$ cat src/rtl/writeback_regfile_pkg.sv
// Shared CPU definitions: opcode encodings, datapath widths and the register-writing predicate.
// Decode hazard logic uses the same writes_reg() helper as the writeback stage.
package writeback_regfile_pkg;

  localparam int DATA_W    = 16;
  localparam int NREGS     = 8;
  localparam int REG_IDX_W = 3;

  localparam logic [2:0] OP_ADD  = 3'b000;
  localparam logic [2:0] OP_ADDI = 3'b001;
  localparam logic [2:0] OP_NAND = 3'b010;
  localparam logic [2:0] OP_LUI  = 3'b011;
  localparam logic [2:0] OP_SW   = 3'b100;
  localparam logic [2:0] OP_LW   = 3'b101;
  localparam logic [2:0] OP_BEQ  = 3'b110;
  localparam logic [2:0] OP_JALR = 3'b111;

  function automatic logic writes_reg(input logic [2:0] opcode);
    return (opcode != OP_SW) && (opcode != OP_BEQ);
  endfunction

endpackage

$ cat src/rtl/writeback_regfile_if.sv
// Memory-stage slot, decode read ports and commit/status outputs of the writeback stage.
// The master side drives the slot and read addresses; the slave side is the writeback stage.
interface writeback_regfile_if #(
  parameter int DATA_W = 16,
  parameter int CNT_W  = 32,
  parameter int IDX_W  = 3
);
  logic              bubble_in;
  logic [2:0]        opcode_in;
  logic [IDX_W-1:0]  tgt_in;
  logic [DATA_W-1:0] result_in;
  logic [DATA_W-1:0] mem_rdata;
  logic              halt_in;
  logic [IDX_W-1:0]  raddr0;
  logic [IDX_W-1:0]  raddr1;
  logic [DATA_W-1:0] rdata0;
  logic [DATA_W-1:0] rdata1;
  logic              wb_en;
  logic [IDX_W-1:0]  wb_tgt;
  logic [DATA_W-1:0] wb_data;
  logic              halted;
  logic [CNT_W-1:0]  retired;

  modport master (
    output bubble_in, opcode_in, tgt_in, result_in, mem_rdata, halt_in, raddr0, raddr1,
    input  rdata0, rdata1, wb_en, wb_tgt, wb_data, halted, retired
  );

  modport slave (
    input  bubble_in, opcode_in, tgt_in, result_in, mem_rdata, halt_in, raddr0, raddr1,
    output rdata0, rdata1, wb_en, wb_tgt, wb_data, halted, retired
  );
endinterface

$ cat src/rtl/writeback_regfile_regfile_2r1w.sv
// NREGS x DATA_W register file, r0 hardwired to zero, two combinational read ports with
// write-through bypass so a commit is visible to readers in the same cycle.
module regfile_2r1w #(
  parameter int DATA_W = 16,
  parameter int NREGS  = 8,
  parameter int IDX_W  = $clog2(NREGS)
) (
  input  logic              clk,
  input  logic              rst,
  input  logic              we_i,
  input  logic [IDX_W-1:0]  waddr_i,
  input  logic [DATA_W-1:0] wdata_i,
  input  logic [IDX_W-1:0]  raddr0_i,
  input  logic [IDX_W-1:0]  raddr1_i,
  output logic [DATA_W-1:0] rdata0_o,
  output logic [DATA_W-1:0] rdata1_o
);

  logic [DATA_W-1:0] regs_q [1:NREGS-1];

  always_ff @(posedge clk or posedge rst) begin
    if (rst) begin
      for (int i = 1; i < NREGS; i++) begin
        regs_q[i] <= '0;
      end
    end else if (we_i && (waddr_i != '0)) begin
      regs_q[waddr_i] <= wdata_i;
    end
  end

  function automatic logic [DATA_W-1:0] read_port(input logic [IDX_W-1:0] ra);
    if (ra == '0) begin
      return '0;
    end else if (we_i && (ra == waddr_i)) begin
      return wdata_i;
    end
    return regs_q[ra];
  endfunction

  assign rdata0_o = read_port(raddr0_i);
  assign rdata1_o = read_port(raddr1_i);

endmodule

$ cat src/rtl/writeback_regfile.sv
// Writeback stage: commits memory-stage results to the register file, exposes the commit bus,
// latches a sticky halt and counts retired instructions. Zero-latency commit, no backpressure.
module writeback_regfile
  import writeback_regfile_pkg::*;
#(
  parameter int DATA_W = writeback_regfile_pkg::DATA_W,
  parameter int NREGS  = writeback_regfile_pkg::NREGS,
  parameter int CNT_W  = 32
) (
  input  logic                clk,
  input  logic                rst,
  writeback_regfile_if.slave  bus
);

  localparam int IDX_W = $clog2(NREGS);

  logic             halted_q, halted_d;
  logic [CNT_W-1:0] retired_q, retired_d;
  logic             slot_vld;
  logic             wb_en;
  logic [DATA_W-1:0] wb_data;

  // Bubble gates everything first so X on the other slot fields cannot leak into state.
  assign slot_vld = !bus.bubble_in && !halted_q;
  assign wb_en    = slot_vld && !bus.halt_in && writes_reg(bus.opcode_in) && (bus.tgt_in != '0);
  assign wb_data  = (bus.opcode_in == OP_LW) ? bus.mem_rdata : bus.result_in;

  always_comb begin
    halted_d  = halted_q;
    retired_d = retired_q;
    if (slot_vld && bus.halt_in) begin
      halted_d = 1'b1;
    end
    if (slot_vld && (retired_q != {CNT_W{1'b1}})) begin
      retired_d = retired_q + 1'b1;
    end
  end

  always_ff @(posedge clk or posedge rst) begin
    if (rst) begin
      halted_q  <= 1'b0;
      retired_q <= '0;
    end else begin
      halted_q  <= halted_d;
      retired_q <= retired_d;
    end
  end

  regfile_2r1w #(
    .DATA_W (DATA_W),
    .NREGS  (NREGS),
    .IDX_W  (IDX_W)
  ) u_regfile (
    .clk      (clk),
    .rst      (rst),
    .we_i     (wb_en),
    .waddr_i  (bus.tgt_in),
    .wdata_i  (wb_data),
    .raddr0_i (bus.raddr0),
    .raddr1_i (bus.raddr1),
    .rdata0_o (bus.rdata0),
    .rdata1_o (bus.rdata1)
  );

  assign bus.wb_en   = wb_en;
  assign bus.wb_tgt  = bus.tgt_in;
  assign bus.wb_data = wb_data;
  assign bus.halted  = halted_q;
  assign bus.retired = retired_q;

endmodule

$ cat src/flat_wrapper.sv
// flat-port wrapper written by rule: the top's interface ports become plain ports
module writeback_regfile_flat import writeback_regfile_pkg::*;
#(
  parameter int DATA_W = writeback_regfile_pkg::DATA_W,
  parameter int NREGS  = writeback_regfile_pkg::NREGS,
  parameter int CNT_W  = 32
)
  (clk, rst, bus_bubble_in, bus_opcode_in, bus_tgt_in, bus_result_in, bus_mem_rdata, bus_halt_in, bus_raddr0, bus_raddr1, bus_rdata0, bus_rdata1, bus_wb_en, bus_wb_tgt, bus_wb_data, bus_halted, bus_retired);
  writeback_regfile_if #(.DATA_W(DATA_W), .CNT_W(CNT_W), .IDX_W(3)) bus_i ();
  input  logic clk;
  input  logic rst;
  input wire logic [$bits(bus_i.bubble_in)-1:0] bus_bubble_in;
  input wire logic [$bits(bus_i.opcode_in)-1:0] bus_opcode_in;
  input wire logic [$bits(bus_i.tgt_in)-1:0] bus_tgt_in;
  input wire logic [$bits(bus_i.result_in)-1:0] bus_result_in;
  input wire logic [$bits(bus_i.mem_rdata)-1:0] bus_mem_rdata;
  input wire logic [$bits(bus_i.halt_in)-1:0] bus_halt_in;
  input wire logic [$bits(bus_i.raddr0)-1:0] bus_raddr0;
  input wire logic [$bits(bus_i.raddr1)-1:0] bus_raddr1;
  output wire logic [$bits(bus_i.rdata0)-1:0] bus_rdata0;
  output wire logic [$bits(bus_i.rdata1)-1:0] bus_rdata1;
  output wire logic [$bits(bus_i.wb_en)-1:0] bus_wb_en;
  output wire logic [$bits(bus_i.wb_tgt)-1:0] bus_wb_tgt;
  output wire logic [$bits(bus_i.wb_data)-1:0] bus_wb_data;
  output wire logic [$bits(bus_i.halted)-1:0] bus_halted;
  output wire logic [$bits(bus_i.retired)-1:0] bus_retired;
  assign bus_i.bubble_in = bus_bubble_in;
  assign bus_i.opcode_in = bus_opcode_in;
  assign bus_i.tgt_in = bus_tgt_in;
  assign bus_i.result_in = bus_result_in;
  assign bus_i.mem_rdata = bus_mem_rdata;
  assign bus_i.halt_in = bus_halt_in;
  assign bus_i.raddr0 = bus_raddr0;
  assign bus_i.raddr1 = bus_raddr1;
  assign bus_rdata0 = bus_i.rdata0;
  assign bus_rdata1 = bus_i.rdata1;
  assign bus_wb_en = bus_i.wb_en;
  assign bus_wb_tgt = bus_i.wb_tgt;
  assign bus_wb_data = bus_i.wb_data;
  assign bus_halted = bus_i.halted;
  assign bus_retired = bus_i.retired;
  writeback_regfile #(.DATA_W(DATA_W), .NREGS(NREGS), .CNT_W(CNT_W)) u_core (.clk(clk), .rst(rst), .bus(bus_i));
endmodule
$ cat config.mk
export PLATFORM = sky130hd
export DESIGN_NAME = writeback_regfile_flat
export DESIGN_NICKNAME = d
export VERILOG_FILES = /design/src/rtl/writeback_regfile_pkg.sv /design/src/rtl/writeback_regfile_if.sv /design/src/rtl/writeback_regfile_regfile_2r1w.sv /design/src/rtl/writeback_regfile.sv /design/src/flat_wrapper.sv
export SDC_FILE = /design/constraint.sdc
export NUM_CORES = 1
export LEC_CHECK = 0
export ABC_AREA = 1
export CAP_MARGIN = 15
export CELL_PAD_IN_SITES_DETAIL_PLACEMENT = 1
export CELL_PAD_IN_SITES_GLOBAL_PLACEMENT = 1
export CORE_MARGIN = 3
export CORE_UTILIZATION = 42
export CTS_CLUSTER_SIZE = 20
export DETAILED_ROUTE_END_ITERATION = 8
export PLACE_DENSITY_LB_ADDON = 0.12
export SYNTH_ARGS = -nofsm -noshare
export SYNTH_HDL_FRONTEND = slang
export SYNTH_SLANG_ARGS = --single-unit
$ cat constraint.sdc
create_clock -name clk -period 9.6 [get_ports clk]
set_clock_uncertainty 0.1 [all_clocks]
set_input_delay 0.96 -clock clk [delete_from_list [all_inputs] [get_ports clk]]
set_output_delay 0.96 -clock clk [all_outputs]
set_load 0.01 [all_outputs]
-- Word-level counts from Yosys, hierarchy flattened
Cells that the tools add are included.
- equal/unequal tests: 6
- reductions and logical operators: 17
- magnitude comparators: 4
- bitwise gates (word level): 3
- $add $sub $neg: 1
- muxes and demuxes: 20
- operators by type and width (operator ; count):
    16-bit 2-to-1 mux ; 12
    112-bit bitwise mux ; 1
    16-bit binary-select mux with 3-bit select ; 2
    16-bit demux with 3-bit select ; 1
    32-bit by 1-bit adder with 32-bit output, second input constant ; 1
    32-bit inequality test, second input constant ; 1
    4-bit greater-or-equal comparator, second input constant ; 3
    3-bit inverter with 4-bit output ; 3
    1-bit logical AND ; 11
    3-bit equality test ; 2
    3-bit zero test ; 2
    3-bit inequality test, second input constant ; 2
    4-bit by 1-bit < comparator with 1-bit output, second input constant ; 1
    1-bit 2-to-1 mux ; 4
    3-bit equality test, second input constant ; 1
    1-bit zero test ; 3
    3-bit nonzero test ; 1
- flip-flop bits (word level): 145
- logic and storage cells: 60

-- Logic depth before layout (Yosys ltp)
- depth in word-level cells: 9
- mapped depth: 11

-- By module
A second synthesis with hierarchy kept.
- cells, all modules: 1491
- area total of the unflattened synthesis: 9465.3 µm²
- modules (own cells, without submodules) (module ; times used ; cells an instance ; area each (µm²) ; sequential area each (µm²)):
    regfile_2r1w ; 1 ; 1136 ; 7049.3 ; 2802.7
    writeback_regfile ; 1 ; 355 ; 2416.1 ; 825.8

-- Worst setup path before layout
OpenSTA, ideal clock, no wires.
- kind: in2out
- start: input bus_raddr1[1]
- end: output bus_rdata1[2]
- cell stages on the path: 8
- slack: 6424 ps
- path buffers: 2
- arrival time: 2116 ps
- cell sequence: clkbuf_1 -> inv_1 -> nand2_1 -> nand4_1 -> nor2_1 -> nand2_1 -> clkbuf_1 -> o21ai_0
- longest elaborated chain between the ends: 5
- RTL lines (element ; RTL line ; RTL):
    start: declaration ; flat_wrapper.sv:19 ; input wire logic [$bits(bus_i.raddr1)-1:0] bus_raddr1;
    3-bit inverter with 4-bit output (implied by the code) / 3-bit equality test (equally long branches) ; writeback_regfile_regfile_2r1w.sv:37, writeback_regfile_regfile_2r1w.sv:34 ;
    16-bit binary-select mux with 3-bit select / 1-bit logical AND (equally long branches) ; writeback_regfile_regfile_2r1w.sv:37, writeback_regfile_regfile_2r1w.sv:34 ;
    16-bit 2-to-1 mux (implied by the code) / 1-bit 2-to-1 mux (equally long branches) ; writeback_regfile_regfile_2r1w.sv:37, writeback_regfile_regfile_2r1w.sv:34 ;
    16-bit 2-to-1 mux (implied by the code) / 1-bit 2-to-1 mux (equally long branches) ; writeback_regfile_regfile_2r1w.sv:37, writeback_regfile_regfile_2r1w.sv:32 ;
    16-bit 2-to-1 mux * ; writeback_regfile_regfile_2r1w.sv:37 ; return regs_q[ra];
    end: declaration ; flat_wrapper.sv:21 ; output wire logic [$bits(bus_i.rdata1)-1:0] bus_rdata1;
Mark *: on every way between the ends. The rest lies on a longest branch, timed or not. The select of a mux whose other input is x is not followed.

-- Worst setup path after layout
- start: input bus_raddr1[0]
- end: output bus_rdata1[10]
Same word-level chain as after synthesis.

==> summary.md <==
| Metric | Value |
|---|---|
| Max Cap Viol | 0 |
| Cell Area, Synth | 9190 sq um |
| Largest net degree at the start of global routing | 93 |
| Hold-fix buffers at CTS | 0 |
| Setup bufs post-CTS | 0 |
| DP Wirelength | 23,500 microns |
| TritonCTS clock tree | done |
| Max Root-Sink Buffers | 2 |
| Post-CTS sizing | 0 |
| H-tree Lvls | 4 |
| Logic pwr share | 16.9% |
| Gpl congestion | 0.891 |
| HP Class | register to register |
| Syn nets | 1,449 |
| Synthesis Warnings | 0 |
| Clock power frac | 41.8% |
| Synth Register Bits | 145 |
| Initial Util | 43.2% |
| Status | completed |
| DR vias | 9,879 |
| Syn Inst Count | 1,400 |
| Top FF cell, synth | dfrtp_1 |
| Power Density | 141 nW/um^2 |
| First-pass GRT wire length | 54,200 microns |
| Nets | 1,540 |
| Final antenna-violating net count | 0 |
| Fill count | 2,808 |
| Crit path kind | primary input to primary output |
| WL final | 34,100 microns |
| Max Transition Viols Final | 0 |
| Asr flop ratio synth | 100% |
| Core ar. | 21,300 sq um |
| Final Hold Fails | 0 |
| IO Count | 133 |
| Post-synth top area share | 39.5% |
| Internal power | 1.11 mW |
| Yosys cell types | 32 |
| Number of setup violations in the final report | 0 |
| Leading area contributor after synthesis | dfrtp_1 |
| Post-detailed-route via-to-cell ratio | 5.55 |
| Die H | 154 microns |
| Crit path launch type | primary input |
| Vias in the first global route | 9,704 |
| Sequential share of the synthesized area | 39.5% |
| Post-layout min period | 5.27 ns |
| Syn_area_per_cell | 6.57 sq um |
| RSZ-0062 raised after global routing | no |
| Critical Path AT | 4.21 ns |
| Worst skew pair latency | 0.43 ns |
| Setup TNS | 0 ns |
| IO Port Bufs | 132 |
| FF/Latch Area | 3630 sq um |
| Final Util | 52.8% |
| Slew at the pin closest to its max-slew limit | 0.971 ns |
| DRT iter0 DRCs | 737 |
| Clock-pin slew on the worst setup and hold paths | 0.06 ns |
| Fmax | 0.190 GHz |
| Number of diodes | 0 |
| CP endpoint kind | primary output |
| Drt wl/cell | 19.2 microns |
| Top post-synthesis cells by area | dfrtp_1 (39%), nand2_1 (23%), o21ai_0 (10%), inv_1 (5.8%), nand3_1 (4.5%) |
| CTS buffer count | 17 |
| Commonest non-fill, non-tap cell in the layout | nand2_1 |
| WHS | 0.405 ns |
| DIE AREA | 23,700 sq um |
| Multi-input logic area | 4650 sq um |
| Total gr overflow | 0 |
| Row Count | 53 |
| CTS Sinks | 145 |
| TritonRoute pass-1 iters | 5 |
| Area Overhead vs Synth | 22.2% |
| Pleak | 5.27 nW |
| CTS root buffer | clkbuf_16 |
| Fin crit share | 54.9% |
| Commonest cells after routing, fill and taps aside | nand2_1 (556), o21ai_0 (187), dfrtp_1 (145) |
| WP data required | 8.54 ns |
| Part of the power in registers | 41.3% |
| Switching share of total power | 30.2% |
| Sw power | 480 uW |
| Die Wd | 154 microns |
| Drt drc | 0 |
| Number of flops mapped to enable cells by yosys | 0 |
| Layout cells sized above 1 | 5.45% |
| Peak VDD IR | 0.0000866 V |
| Slew headroom | 35.1% |
| Initial antenna violation count | 0 |
| Global Route Usage Sum | 28.7% |
| Max FO, Critical Path | 59 |
worst max-delay path, stage by stage:
cell	delay, ns
buf_2	0.08
buf_4	0.54
inv_1	0.09
buf_4	0.29
nor2_1	0.59
inv_1	0.33
o21ai_0	0.31
nand2_1	0.11
nand2_1	0.10
nand2_1	0.05
o21ai_0	0.12
clkdlybuf4s50_1	0.59
cell usage after synthesis (6+ instances only):
cell,instances
xnor2_1,7
buf_4,7
dfrtp_1,145
inv_1,141
nand3_1,82
nand4_1,9
a21oi_1,32
buf_2,26
o22ai_1,8
o21ai_1,6
clkbuf_1,37
o21ai_0,187
nor2_1,74
o211ai_1,27
o21ai_2,15
nand3b_1,8
nand2_1,556
sequential cells by signal (all words and copies together), names as in the netlist:
register	cells
u_core.bus.halted	1
u_core.u_regfile.regs_q	112
u_core.bus.retired	32
stage by stage:
step / cell area, sq um / power (mW) / cells / setup slack, ns
final: 11200 / 1.59 / 1779 / 4.33
after global routing: 11200 / 1.65 / 1779 / 4.13
after CTS: 11200 / 1.59 / 1776 / 4.40
after detailed placement: 10600 / 0.930 / 1744 / 4.43
after global placement: 10600 / 0.923 / 1744 / 4.49
after floorplan: 9190 / 0.804 / 1400 / 4.65
cells by family after synthesis:
logic type,count (synthesis),synth area share [%]
adders and majority gates,1,0.136
xor gates and xnor gates,12,1.14
AOI/OAI and AO/OA,276,16.5
buffers and inverters,223,9.92
DFF,145,39.5
and+or+nand+nor,743,32.8
path summary, 6_finish.rpt:
kind                                               from                            to  slack, ns  cells after the start
setup / recovery                          bus_raddr1[0]                bus_rdata1[10]       4.33                     12
max in group asynchronous                           rst   u_core.u_regfile.regs_q[77]       7.11                      3
hold reg to reg            u_core.u_regfile.regs_q[108]  u_core.u_regfile.regs_q[108]       0.41                      2
setup reg to reg                 u_core.bus.retired[19]        u_core.bus.retired[28]       7.04                      9
min in group asynchronous                           rst        u_core.bus.retired[30]       0.98                      2
hold / removal             u_core.u_regfile.regs_q[108]  u_core.u_regfile.regs_q[108]       0.41                      2
power by group through the flow:
stage | Sequential [mW] | Combinational [mW] | Clock, mW
after floorplan | 0.663 | 0.142 | 0
after global placement | 0.665 | 0.258 | 0
after detailed placement | 0.667 | 0.263 | 0
after CTS | 0.655 | 0.266 | 0.670
after global routing | 0.659 | 0.297 | 0.696
final | 0.656 | 0.268 | 0.664
cell type report:
cell class / count / area share (%)
timing repair buffer: 150 / 13.3
multi-input combinational: 1032 / 41.4
sequential: 145 / 32.3
clock buffer: 19 / 3.94
clock inverter: 13 / 1.11
tap: 275 / 3.06
inverter: 145 / 4.89
metal layers:
metal  vias up  global-route usage (%)  part of all wire [%]
li1       4632                       -                     -
met3        31                    6.30                   7.4
met1      4881                    43.8                    48
met5         -                       0                     0
met2       335                    41.5                    43
met4         0                    6.43                   1.2
Note: power is estimated with default switching activity, not from simulation.
